<file path="src/rtl/tone_player.sv">
// Tone player: plays one latched note as a square wave for a set number of
// cycles, then holds a silent gap before reporting completion.
module tone_player #(
    parameter int unsigned NUM_NOTES  = 5,
    parameter int unsigned DIV_W      = 24,
    parameter int unsigned DUR_W      = 28,
    parameter logic [NUM_NOTES*DIV_W-1:0] NOTE_HALF = {
        DIV_W'(113636), DIV_W'(125000), DIV_W'(142857),
        DIV_W'(166667), DIV_W'(200000)
    },
    parameter int unsigned GAP_CYCLES = 5_000_000
) (
    input  logic                 clk,
    input  logic                 rst_n,
    input  logic [NUM_NOTES-1:0] note_sel,
    input  logic [DUR_W-1:0]     duration,
    input  logic                 start,
    input  logic                 stop,
    output logic                 busy,
    output logic                 done,
    output logic                 err,
    output logic [NUM_NOTES-1:0] active_note,
    output logic                 speaker
);

    localparam int unsigned GAP_W = (GAP_CYCLES > 1) ? $clog2(GAP_CYCLES + 1) : 1;

    localparam logic [1:0] S_IDLE = 2'd0;
    localparam logic [1:0] S_PLAY = 2'd1;
    localparam logic [1:0] S_GAP  = 2'd2;

    logic [1:0]           state,       state_nxt;
    logic [DIV_W-1:0]     half_lim,    half_lim_nxt;
    logic [DIV_W-1:0]     half_cnt,    half_cnt_nxt;
    logic [DUR_W-1:0]     dur_cnt,     dur_cnt_nxt;
    logic [GAP_W-1:0]     gap_cnt,     gap_cnt_nxt;
    logic                 speaker_nxt;
    logic                 busy_nxt;
    logic                 done_nxt;
    logic                 err_nxt;
    logic [NUM_NOTES-1:0] active_note_nxt;

    logic [DIV_W-1:0]     sel_half;
    logic [DIV_W-1:0]     sel_half_lim;
    logic                 sel_onehot;
    logic                 start_ok;

    // Look up the half-period of the requested note; a zero entry behaves as 1
    always_comb begin
        sel_half = '0;
        for (int i = 0; i < int'(NUM_NOTES); i++) begin
            if (note_sel[i]) begin
                sel_half = sel_half | NOTE_HALF[i*DIV_W +: DIV_W];
            end
        end
        sel_half_lim = (sel_half == '0) ? '0 : sel_half - DIV_W'(1);
        sel_onehot   = (note_sel != '0) &&
                       ((note_sel & (note_sel - NUM_NOTES'(1))) == '0);
        start_ok     = sel_onehot && (duration != '0);
    end

    // Next-state and next-output logic
    always_comb begin
        state_nxt       = state;
        half_lim_nxt    = half_lim;
        half_cnt_nxt    = half_cnt;
        dur_cnt_nxt     = dur_cnt;
        gap_cnt_nxt     = gap_cnt;
        speaker_nxt     = speaker;
        busy_nxt        = busy;
        done_nxt        = 1'b0;
        err_nxt         = 1'b0;
        active_note_nxt = active_note;

        case (state)
            S_IDLE: begin
                if (start && !stop) begin
                    if (start_ok) begin
                        state_nxt       = S_PLAY;
                        half_lim_nxt    = sel_half_lim;
                        half_cnt_nxt    = '0;
                        dur_cnt_nxt     = duration;
                        speaker_nxt     = 1'b0;
                        busy_nxt        = 1'b1;
                        active_note_nxt = note_sel;
                    end else begin
                        err_nxt = 1'b1;
                    end
                end
            end

            S_PLAY: begin
                if (stop) begin
                    state_nxt       = S_IDLE;
                    half_cnt_nxt    = '0;
                    dur_cnt_nxt     = '0;
                    gap_cnt_nxt     = '0;
                    speaker_nxt     = 1'b0;
                    busy_nxt        = 1'b0;
                    active_note_nxt = '0;
                end else if (dur_cnt <= DUR_W'(1)) begin
                    half_cnt_nxt = '0;
                    dur_cnt_nxt  = '0;
                    speaker_nxt  = 1'b0;
                    if (GAP_CYCLES == 0) begin
                        state_nxt       = S_IDLE;
                        busy_nxt        = 1'b0;
                        done_nxt        = 1'b1;
                        active_note_nxt = '0;
                    end else begin
                        state_nxt   = S_GAP;
                        gap_cnt_nxt = GAP_W'(GAP_CYCLES);
                    end
                end else begin
                    dur_cnt_nxt = dur_cnt - DUR_W'(1);
                    if (half_cnt >= half_lim) begin
                        half_cnt_nxt = '0;
                        speaker_nxt  = ~speaker;
                    end else begin
                        half_cnt_nxt = half_cnt + DIV_W'(1);
                    end
                end
            end

            S_GAP: begin
                if (stop) begin
                    state_nxt       = S_IDLE;
                    gap_cnt_nxt     = '0;
                    speaker_nxt     = 1'b0;
                    busy_nxt        = 1'b0;
                    active_note_nxt = '0;
                end else if (gap_cnt <= GAP_W'(1)) begin
                    state_nxt       = S_IDLE;
                    gap_cnt_nxt     = '0;
                    busy_nxt        = 1'b0;
                    done_nxt        = 1'b1;
                    active_note_nxt = '0;
                end else begin
                    gap_cnt_nxt = gap_cnt - GAP_W'(1);
                end
            end

            default: begin
                state_nxt       = S_IDLE;
                half_cnt_nxt    = '0;
                dur_cnt_nxt     = '0;
                gap_cnt_nxt     = '0;
                speaker_nxt     = 1'b0;
                busy_nxt        = 1'b0;
                active_note_nxt = '0;
            end
        endcase
    end

    // State, counter and output registers
    always_ff @(posedge clk or negedge rst_n) begin
        if (!rst_n) begin
            state       <= S_IDLE;
            half_lim    <= '0;
            half_cnt    <= '0;
            dur_cnt     <= '0;
            gap_cnt     <= '0;
            speaker     <= 1'b0;
            busy        <= 1'b0;
            done        <= 1'b0;
            err         <= 1'b0;
            active_note <= '0;
        end else begin
            state       <= state_nxt;
            half_lim    <= half_lim_nxt;
            half_cnt    <= half_cnt_nxt;
            dur_cnt     <= dur_cnt_nxt;
            gap_cnt     <= gap_cnt_nxt;
            speaker     <= speaker_nxt;
            busy        <= busy_nxt;
            done        <= done_nxt;
            err         <= err_nxt;
            active_note <= active_note_nxt;
        end
    end

endmodule
</file>
<file path="config.mk">
export PLATFORM = sky130hd
export DESIGN_NAME = tone_player
export DESIGN_NICKNAME = d
export VERILOG_FILES = /design/src/rtl/tone_player.sv
export SDC_FILE = /design/constraint.sdc
export NUM_CORES = 1
export LEC_CHECK = 0
export ABC_AREA = 1
export CORE_UTILIZATION = 50
export CTS_CLUSTER_SIZE = 24
export DETAILED_ROUTE_END_ITERATION = 8
export DONT_BUFFER_PORTS = 1
export PLACE_DENSITY = 0.66
export SLEW_MARGIN = 20
export SYNTH_ARGS = -nofsm -noshare
export SYNTH_HDL_FRONTEND = slang
export SYNTH_SLANG_ARGS = --single-unit
export TNS_END_PERCENT = 1
</file>
<file path="constraint.sdc">
create_clock -name clk -period 3.35 [get_ports clk]
set_input_delay 0.1675 -clock clk [delete_from_list [all_inputs] [get_ports clk]]
set_output_delay 0.1675 -clock clk [all_outputs]
set_load 0.05 [all_outputs]
</file>
==> summary.txt, run 1 <==
Critical path
  • CP endpoint: half_cnt[10]
  • Worst R2R End: half_cnt[10]
  • Critical Path Source: state[0]
  • Reg-to-Reg Start: state[0]
  • CP required: 3580 ps
  • CP arrival: 2710 ps
  • Slack of the worst reg-to-reg path: 870 ps
  • Crit-path max FO: 24
  • WS Path Type: flop to flop
  • Reg2Reg Depth: 8
  • Crit start category: flop
  • Critical Path Sink Type: flop

Clock tree
  • Post-CTS Setup Inserts: 0
  • CTS hold repair buffers: 8
  • Clk slew on worst S/H paths: 70 ps
  • CTS tree: done
  • Clk Latency, worst-skew pair: 360 ps
  • Sink Count: 105
  • Clock tree root buffer cell: clkbuf_16
  • CTS Buf Count: 9
  • H-tree depth: 3
  • CTS resizes: 0
  • Max Buffers Root-to-Sink: 2

Die
  • Die area: 14680 sq um
  • I/O pin cnt: 46
  • Row Count: 43
  • Core area: 13880 sq um
  • Initial Util: 51.16%
  • DIE HEIGHT: 121.2 um
  • Die width: 121.2 um

Global routing
  • Remaining Overflow, GRT: 0
  • Initial antenna violation count: 0
  • Global-route wire length before repair: 29930 um
  • Vias in the first global route: 5984
  • Largest net degree at the start of global routing: 106
  • Gr usage total: 26.02%

Synthesis
  • Largest family of logic cells by synthesized area: simple AND/OR/NAND/NOR gates
  • Post-Synth Simple-Gate Area: 36.52%
  • Yosys warnings: 0
  • FF+latch count, synth: 105
  • Compound-Gate Fraction of Synth Area: 8.369%
  • Synthesized-area fraction occupied by adder cells: 5.638%
  • Syn Nets: 1122
  • Mux cell area share after synthesis: 0%
  • Post-synthesis cell count: 1053
  • Post-Synth XOR/XNOR Area: 3.823%
  • Syn_area_per_cell: 6.744 sq um
  • Cell area after synthesis: 7102 sq um
  • Sequential area share after synthesis: 37.00%
  • Post-synth cell types: 39

Min path
  • HP Class: input port to flop

Detailed routing
  • Routed wl met2: 8277 um
  • Vias: 6400
  • Final WL: 17610 um
  • M1 WL: 8323 um
  • DR WL/cell: 14.23 um
  • DRT antenna net count: 0
  • DR iter-0 viols: 477
  • Pre-antenna DRT Iters: 5
  • Top Metal Used: met4
  • Drt via density: 5.174
  • Met3 wire length: 715 um
  • DRC: 0

Pwr
  • Leak pwr: 3.956 nW
  • Pwr dens: 853.8 nW/um^2
  • Total power: 6.524 mW
  • VDD IR max: 366.9 uV

Timing
  • Fin. max-slew vios: 0
  • Minimum clock period: 2479 ps
  • Setup ws final: 871.0 ps
  • Final hold violation count: 0
  • Unrepaired setup endpoints after global routing: false
  • Max Freq: 403.4 MHz
  • Final hold slack: 13.90 ps
  • Worst slew pin tran: 563.4 ps
  • Slew headroom: 62.44%
  • Skew final: 10.06 ps
  • Final setup fails: 0
  • Setup_tns: 0 ps
  • Final period util: 74.00%

Final layout
  • Fin cells: 1237
  • Most frequent cells in the layout: nand2_1 (309), nor2_1 (170), inv_1 (123)
  • # fillers: 1356
  • Antenna diodes: 0
  • Area Overhead vs Synth: 7.593%
  • Final nets: 1121
  • Area of the multi-input gates: 3860 sq um
  • Register area: 2628 sq um
  • Fin area: 7641 sq um
  • Most frequent standard cell in the layout excluding fill and tap cells: nand2_1
  • Final Core Density: 55.05%
  • Share of post-route cells with drive strength above 1: 3.690%

Place
  • Global placement routability congestion: 0.8765
  • Area post-placement: 7239 sq um
  • HPWL Detailed: 12700 um
  • Placed instance count: 1213
  • # port buffers: 0
  • Place WS: 899.1 ps

Outcome
  • Outcome: finished clean

Run
  • MaxCap Viol Count: 0
==> worst min-delay path by stage <==
stage	start	endpoint	cells past startpoint
after CTS	note_sel[4]	half_lim[13]	2
after detailed placement	rst_n	gap_cnt[21]	0
after floorplan	rst_n	active_note[0]	0
final	duration[26]	dur_cnt[26]	4
after global routing	duration[18]	dur_cnt[18]	4
after global placement	rst_n	gap_cnt[17]	0
==> where the power goes <==
part / leakage [nW] / internal (mW) / switching [mW]
Sequential: 1.39 / 1.61 / 0.344
Clock: 0.151 / 0.607 / 0.498
Combinational: 2.42 / 1.11 / 2.35
==> cells in the mapped netlist (all sizes together) <==
master,number,area share [%]
o21bai,1,0.11
xor2,26,3.2
a211oi,1,0.11
o21a,2,0.21
and2,2,0.18
a21o,3,0.32
o22ai,7,0.62
a21boi,3,0.48
clkbuf,6,0.32
nand2,314,17
or2,2,0.18
nor4,2,0.18
xnor2,5,0.62
inv,127,6.7
nand3b,4,0.42
nor3,13,0.99
buf,19,1.6
nand3,97,6.9
o21ai,77,5.4
ha,32,5.6
nor2,173,9.3
dfrtp,105,37
a21oi,15,1.1
nor3b,1,0.11
nand4,16,1.4
==> state kept, by name, indices dropped and copies added, names as in the netlist <==
| name | count |
|---|---|
| dur_cnt | 28 |
| half_cnt | 24 |
| gap_cnt | 23 |
| half_lim | 19 |
| active_note | 5 |
| state | 2 |
| busy | 1 |
| done | 1 |
| err | 1 |
| speaker | 1 |
==> cells by family after synthesis <==
group,Yosys count
adders and majority gates,32
DFF,105
buffers and inverters,152
xor gates and xnor gates,31
AOI/OAI and AO/OA,109
and+or+nand+nor,624
==> final cells by class <==
type,count,share of cell area (%)
well taps,180,2.947
inverters,127,6.239
multi-input cells,796,50.52
flip-flops and latches,105,34.39
clock inverters,5,0.8024
clock buffers,11,3.177
repair buffers,13,1.932
==> critical path: stages, from the launching register on <==
cell,delay (ps)
dfrtp_1,370
inv_1,70
ha_1,260
a21oi_2,120
buf_4,290
a21boi_4,540
o21ai_1,240
inv_2,340
nor2_1,100
==> routing by layer <==
layer / GRT usage, % / vias up
met5: 0 / -
met4: 6.944 / 0
met3: 4.229 / 19
met2: 42.21 / 127
met1: 35.94 / 2920
li1: - / 3334
Note: power is estimated with default switching activity, not from simulation.
==> run 2: changes to the inputs <==
PLACE_DENSITY = 0.69   (was 0.66)
clock period = 2.2 ns   (was 3.35 ns; I/O delays follow)
==> summary.txt, run 2 (same netlist as run 1, synthesis figures left out) <==
Clock tree
  • Max Buffers Root-to-Sink: 2 (unchanged)
  • Clk Latency, worst-skew pair: 360 ps (about the same)
  • Clock tree root buffer cell: clkbuf_16
  • Clk slew on worst S/H paths: 80 ps (about the same)
  • CTS Buf Count: 9 (unchanged)
  • CTS hold repair buffers: 26 (+18)
  • Post-CTS Setup Inserts: 0 (unchanged)
  • H-tree depth: 3 (unchanged)
  • CTS tree: done
  • Sink Count: 105 (unchanged)

Final layout
  • Share of post-route cells with drive strength above 1: 5.678% (+2.0 points)
  • Most frequent standard cell in the layout excluding fill and tap cells: nand2_1
  • Final nets: 1156 (+3.1%)
  • Largest register FFs: 28 (unchanged)
  • Top flop regs: dur_cnt (28), half_cnt (24), gap_cnt (23)
  • Area Overhead vs Synth: 12.39%
  • Reg with most FFs: dur_cnt
  • Most frequent cells in the layout: nand2_1 (309), nor2_1 (168), inv_1 (122)
  • # fillers: 1359 (+0.22%)

Critical path
  • WS Path Type: flop to flop
  • Crit path buf inv count: 2 (-1)
  • Slowest stage cell, crit path: dfrtp_1
  • Top cell family by delay on the critical path: simple AND/OR/NAND/NOR gates
  • Max incr delay on CP: 400 ps (-140 ps)
  • Crit start category: flop
  • CP required: 2470 ps (-1110 ps)
  • Slack of the worst reg-to-reg path: 200 ps (-670 ps)
  • CP most frequent cell: nand2_1
  • Worst path cell trace: inv_1 -> ha_2 -> inv_1 -> nor2_1 -> nand2_1 -> nand2_1 -> nand2_1 -> nand2_4 -> nand2_8 -> nor2_4 -> nand2_1 -> o21ai_0
  • Crit-path max FO: 16 (-33%)
  • Critical Path Sink Type: flop
  • CP arrival: 2270 ps (-440 ps)

Timing
  • Max Freq: 500.8 MHz (+24%)
  • Skew final: 7.797 ps (-2.260 ps)
  • Fin. max-slew vios: 0 (unchanged)
  • Final hold violation count: 105 (+105)
  • Worst slew pin tran: 638.4 ps (+74.92 ps)
  • Unrepaired setup endpoints after global routing: true
  • Slew headroom: 57.11% (-5.3 points)
  • Minimum clock period: 1997 ps (-482.3 ps)
  • Setup ws final: 203.3 ps (-667.7 ps)
  • Final period util: 90.76% (+17 points)
  • Final hold slack: -566.7 ps (-580.6 ps)
  • Final setup fails: 0 (unchanged)

Detailed routing
  • Drt via density: 5.219 (+0.88%)
  • DR WL/cell: 14.19 um (-0.28%)
  • DRT antenna net count: 0 (unchanged)
  • Pre-antenna DRT Iters: 5 (unchanged)
  • Final WL: 18070 um (+2.6%)
  • Vias: 6644 (+3.8%)
  • DR iter-0 viols: 557 (+17%)
  • DRC: 0 (unchanged)

Global routing
  • Grt peak-use layer: met2
  • Gr usage total: 26.32% (+0.29 points)
  • Vias in the first global route: 6159 (+2.9%)
  • Met1 global-route usage: 35.05% (-0.89 points)
  • Met3 Track Usage GR: 4.793% (+0.56 points)
  • GR met2 Demand/Resource: 42.50% (+0.29 points)
  • Largest net degree at the start of global routing: 106 (unchanged)
  • Global-route wire length before repair: 30150 um (+0.71%)
  • Initial antenna violation count: 1 (+1)
  • Remaining Overflow, GRT: 0 (unchanged)

Outcome
  • Outcome: finished, violations left
  • Failing checks: negative hold slack

Die
  • DIE HEIGHT: 121.2 um (unchanged)
  • Core area: 13880 sq um (unchanged)
  • Die width: 121.2 um (unchanged)
  • Row Count: 43 (unchanged)
  • Die area: 14680 sq um (unchanged)
  • I/O pin cnt: 46 (unchanged)
  • Initial Util: 51.16% (unchanged)

Pwr
  • VDD IR max: 525.2 uV (+43%)
  • Total power: 10.30 mW (+58%)
  • Pwr dens: 1291 nW/um^2 (+51%)
  • Leak pwr: 4.108 nW (+3.8%)

Place
  • Global placement routability congestion: 0.8991 (+2.6%)
  • HPWL Detailed: 13040 um (+2.7%)
  • Place WS: 100.6 ps (-798.5 ps)
  • # port buffers: 0 (unchanged)

Min path
  • HP Class: input port to async pin

Run
  • MaxCap Viol Count: 0 (unchanged)
-- run 2: per-stage QoR --
step | TNS, ps | instance area (sq um) | util (%) | cells
floorplan | 0 | 7102 | - | 1053
detailed placement | 0 | 7392 | 53.25 | 1230
global placement | 0 | 7392 | 53.25 | 1230
CTS | 0 | 7949 | 57.27 | 1272
global route | -5.514 | 7979 | 57.48 | 1272
finish | 0 | 7981 | 57.50 | 1273
-- run 2: path summary, 6_finish.rpt --
kind	startpoint	to	cells past startpoint
setup / recovery	dur_cnt[0]	gap_cnt[6]	12
hold / removal	rst_n	gap_cnt[17]	0
setup reg to reg	dur_cnt[0]	gap_cnt[6]	12
hold reg to reg	half_lim[11]	half_lim[11]	2
max in group asynchronous	rst_n	half_cnt[15]	0
min in group clk	duration[13]	dur_cnt[13]	4
-- run 2: layout make-up --
type                            instances  area (sq um)  share of cell area [%]
Inverter                              127         479.2                   6.004
Sequential cell                       105          2628                   32.92
Tap cell                              180         225.2                   2.822
Clock inverter                          7         71.32                  0.8936
Antenna cell                            1         2.502                 0.03135
Timing Repair Buffer                   48         462.9                   5.800
Clock buffer                            9         225.2                   2.822
Multi-Input combinational cell        796          3887                   48.71
-- run 2: power by group --
group	switching (mW)	internal, mW
sequential	0.516	2.45
clock	0.820	0.803
combinational	3.72	1.99
-- run 2: per-layer routing --
| metal | vias up | wire (um) |
|---|---|---|
| met5 | - | 0 |
| met4 | 0 | 382 |
| met3 | 24 | 868 |
| met2 | 149 | 8549 |
| met1 | 3071 | 8268 |
| li1 | 3400 | - |
-- run 2: timing repair --
| item | CTS | global route |
|---|---|---|
| endpoints found under the hold margin | 148 | 105 |
| gates resized for setup | 0 | 10 |
| setup endpoints to repair | 0 | 30 |
==> run 3: changes to the inputs <==
CELL_PAD_IN_SITES_DETAIL_PLACEMENT = 1   (was not set)
CELL_PAD_IN_SITES_GLOBAL_PLACEMENT = 2   (was not set)
CORE_UTILIZATION = 33   (was 50)
PLACE_DENSITY = 0.78   (was 0.69)
==> summary.txt, run 3 (same netlist as run 1, synthesis figures left out) <==
Outcome
  • Outcome: finished, violations left
  • Failing checks: negative hold slack

Critical path
  • CP most frequent cell: nor2_1
  • CP required: 2460 ps (about the same)
  • Critical Path Sink Type: flop
  • Crit-path max FO: 9 (-7)
  • Crit path buf inv count: 2 (unchanged)
  • Max incr delay on CP: 420 ps (+20 ps)
  • WS Path Type: flop to flop
  • Worst path cell trace: nor2_1 -> nand2_1 -> nor2_1 -> inv_1 -> nor2_1 -> nand2_1 -> nand2_4 -> nand2_4 -> buf_4 -> nor2_1 -> nand2_1 -> nand2_1 -> nor2_1
  • Slowest stage cell, crit path: dfrtp_1
  • Top cell family by delay on the critical path: simple AND/OR/NAND/NOR gates
  • Crit start category: flop
  • CP arrival: 2270 ps (about the same)

Final layout
  • Share of post-route cells with drive strength above 1: 6.612% (+0.93 points)
  • # fillers: 2760 (+100%)
  • Most frequent standard cell in the layout excluding fill and tap cells: nand2_1
  • Fin cells: 1379 (+8.3%)
  • Most frequent cells in the layout: nand2_1 (309), nor2_1 (168), inv_1 (122)
  • Largest register FFs: 28 (unchanged)
  • Reg with most FFs: dur_cnt
  • Antenna diodes: 0 (-1)
  • Area Overhead vs Synth: 15.52%
  • Top flop regs: dur_cnt (28), half_cnt (24), gap_cnt (23)
  • Final nets: 1168 (+1.0%)
  • Final Core Density: 38.90% (-19 points)

Timing
  • Final hold slack: -561.4 ps (+5.268 ps)
  • Minimum clock period: 2011 ps (+14.30 ps)
  • Final hold violation count: 106 (+0.95%)
  • Slew headroom: 60.57% (+3.5 points)
  • Unrepaired setup endpoints after global routing: true
  • Worst slew pin tran: 591.4 ps (-46.98 ps)
  • Max Freq: 497.3 MHz (-0.71%)
  • Final period util: 91.41% (+0.65 points)
  • Skew final: 7.832 ps (+0.03545 ps)
  • Final setup fails: 0 (unchanged)
  • Setup ws final: 189.0 ps (-14.30 ps)
  • Fin. max-slew vios: 0 (unchanged)

Clock tree
  • CTS Buf Count: 9 (unchanged)
  • CTS tree: done
  • Clk Latency, worst-skew pair: 370 ps (about the same)
  • Sink Count: 105 (unchanged)
  • Clk slew on worst S/H paths: 80 ps (about the same)
  • Clock tree root buffer cell: clkbuf_16
  • H-tree depth: 3 (unchanged)
  • Max Buffers Root-to-Sink: 2 (unchanged)

Place
  • # port buffers: 0 (unchanged)
  • HPWL Detailed: 16280 um (+25%)
  • Place WS: -23.46 ps (-124.1 ps)
  • Global placement routability congestion: 0.8073 (-10%)
  • Placed instance count: 1335 (+8.5%)

Global routing
  • Largest net degree at the start of global routing: 106 (unchanged)
  • Vias in the first global route: 6972 (+13%)
  • Remaining Overflow, GRT: 0 (unchanged)
  • Gr usage total: 21.52% (-4.8 points)
  • Initial antenna violation count: 0 (-1)
  • Global-route wire length before repair: 36960 um (+23%)

Die
  • DIE HEIGHT: 148.7 um (+23%)
  • Die width: 148.7 um (+23%)
  • Initial Util: 33.68% (-17 points)
  • Die area: 22110 sq um (+51%)
  • Core area: 21090 sq um (+52%)
  • Row Count: 53 (+23%)
  • I/O pin cnt: 46 (unchanged)

Min path
  • HP Class: input port to async pin

Detailed routing
  • Final WL: 22310 um (+23%)
  • Vias: 6755 (+1.7%)
  • DR iter-0 viols: 279 (-50%)
  • DRT antenna net count: 0 (unchanged)
  • DR WL/cell: 16.18 um (+14%)
  • DRC: 0 (unchanged)
  • Drt via density: 4.898 (-6.1%)
  • Pre-antenna DRT Iters: 4 (-1)

Run
  • MaxCap Viol Count: 0 (unchanged)

Pwr
  • Leak pwr: 4.178 nW (+1.7%)
  • VDD IR max: 455.3 uV (-13%)
  • Pwr dens: 1317 nW/um^2 (+2.0%)
  • Total power: 10.81 mW (+4.9%)
[run 3: cell type report]
class / instances / area (sq um) / area share, %
repair buffers: 60 / 559.3 / 6.817
multi-input cells: 796 / 3882 / 47.32
clock inverters: 6 / 72.57 / 0.8846
flip-flops and latches: 105 / 2628 / 32.03
clock buffers: 10 / 239.0 / 2.913
well taps: 275 / 344.1 / 4.194
inverters: 127 / 479.2 / 5.841
[run 3: layer usage]
metal | routed length [um] | global-route usage, %
met5 | 0 | 0
met4 | 322 | 6.082
met1 | 10670 | 27.98
met2 | 10800 | 36.75
met3 | 521 | 3.313
[run 3: per-stage QoR]
step                      TNS (ps)  hold slack [ps]  cell area, sq um
final                            0           -561.4              8204
after detailed placement    -40.46           -181.6              7586
after floorplan                  0           -185.6              7102
after CTS                        0           -582.5              8164
after global routing       -0.3415           -588.7              8204
after global placement           0           -182.0              7586
[run 3: final timing paths]
check | from | endpoint | slack, ps | depth (start not counted)
max reg2reg | dur_cnt[13] | gap_cnt[10] | 190 | 13
min in group clk | note_sel[2] | half_lim[10] | 0 | 2
max in group asynchronous | rst_n | gap_cnt[15] | 2560 | 0
min | rst_n | gap_cnt[17] | -560 | 0
max | dur_cnt[13] | gap_cnt[10] | 190 | 13
min reg2reg | half_lim[11] | half_lim[11] | 460 | 2
[run 3: power by group]
| group | leakage [nW] | switching, mW | internal (mW) |
|---|---|---|---|
| clock | 0.150 | 0.830 | 0.931 |
| sequential | 1.39 | 0.525 | 2.45 |
| combinational | 2.64 | 3.95 | 2.11 |
| total | 4.18 | 5.31 | 5.50 |
[run 3: repair_timing]
item / in CTS / in global routing
gates resized for setup: 2 / 11
setup buffers: 0 / 1
pin swaps: 0 / 2
hold buffers: 26 / 1
hold endpoints to repair: 147 / 106
endpoints found under the setup margin: 20 / 48
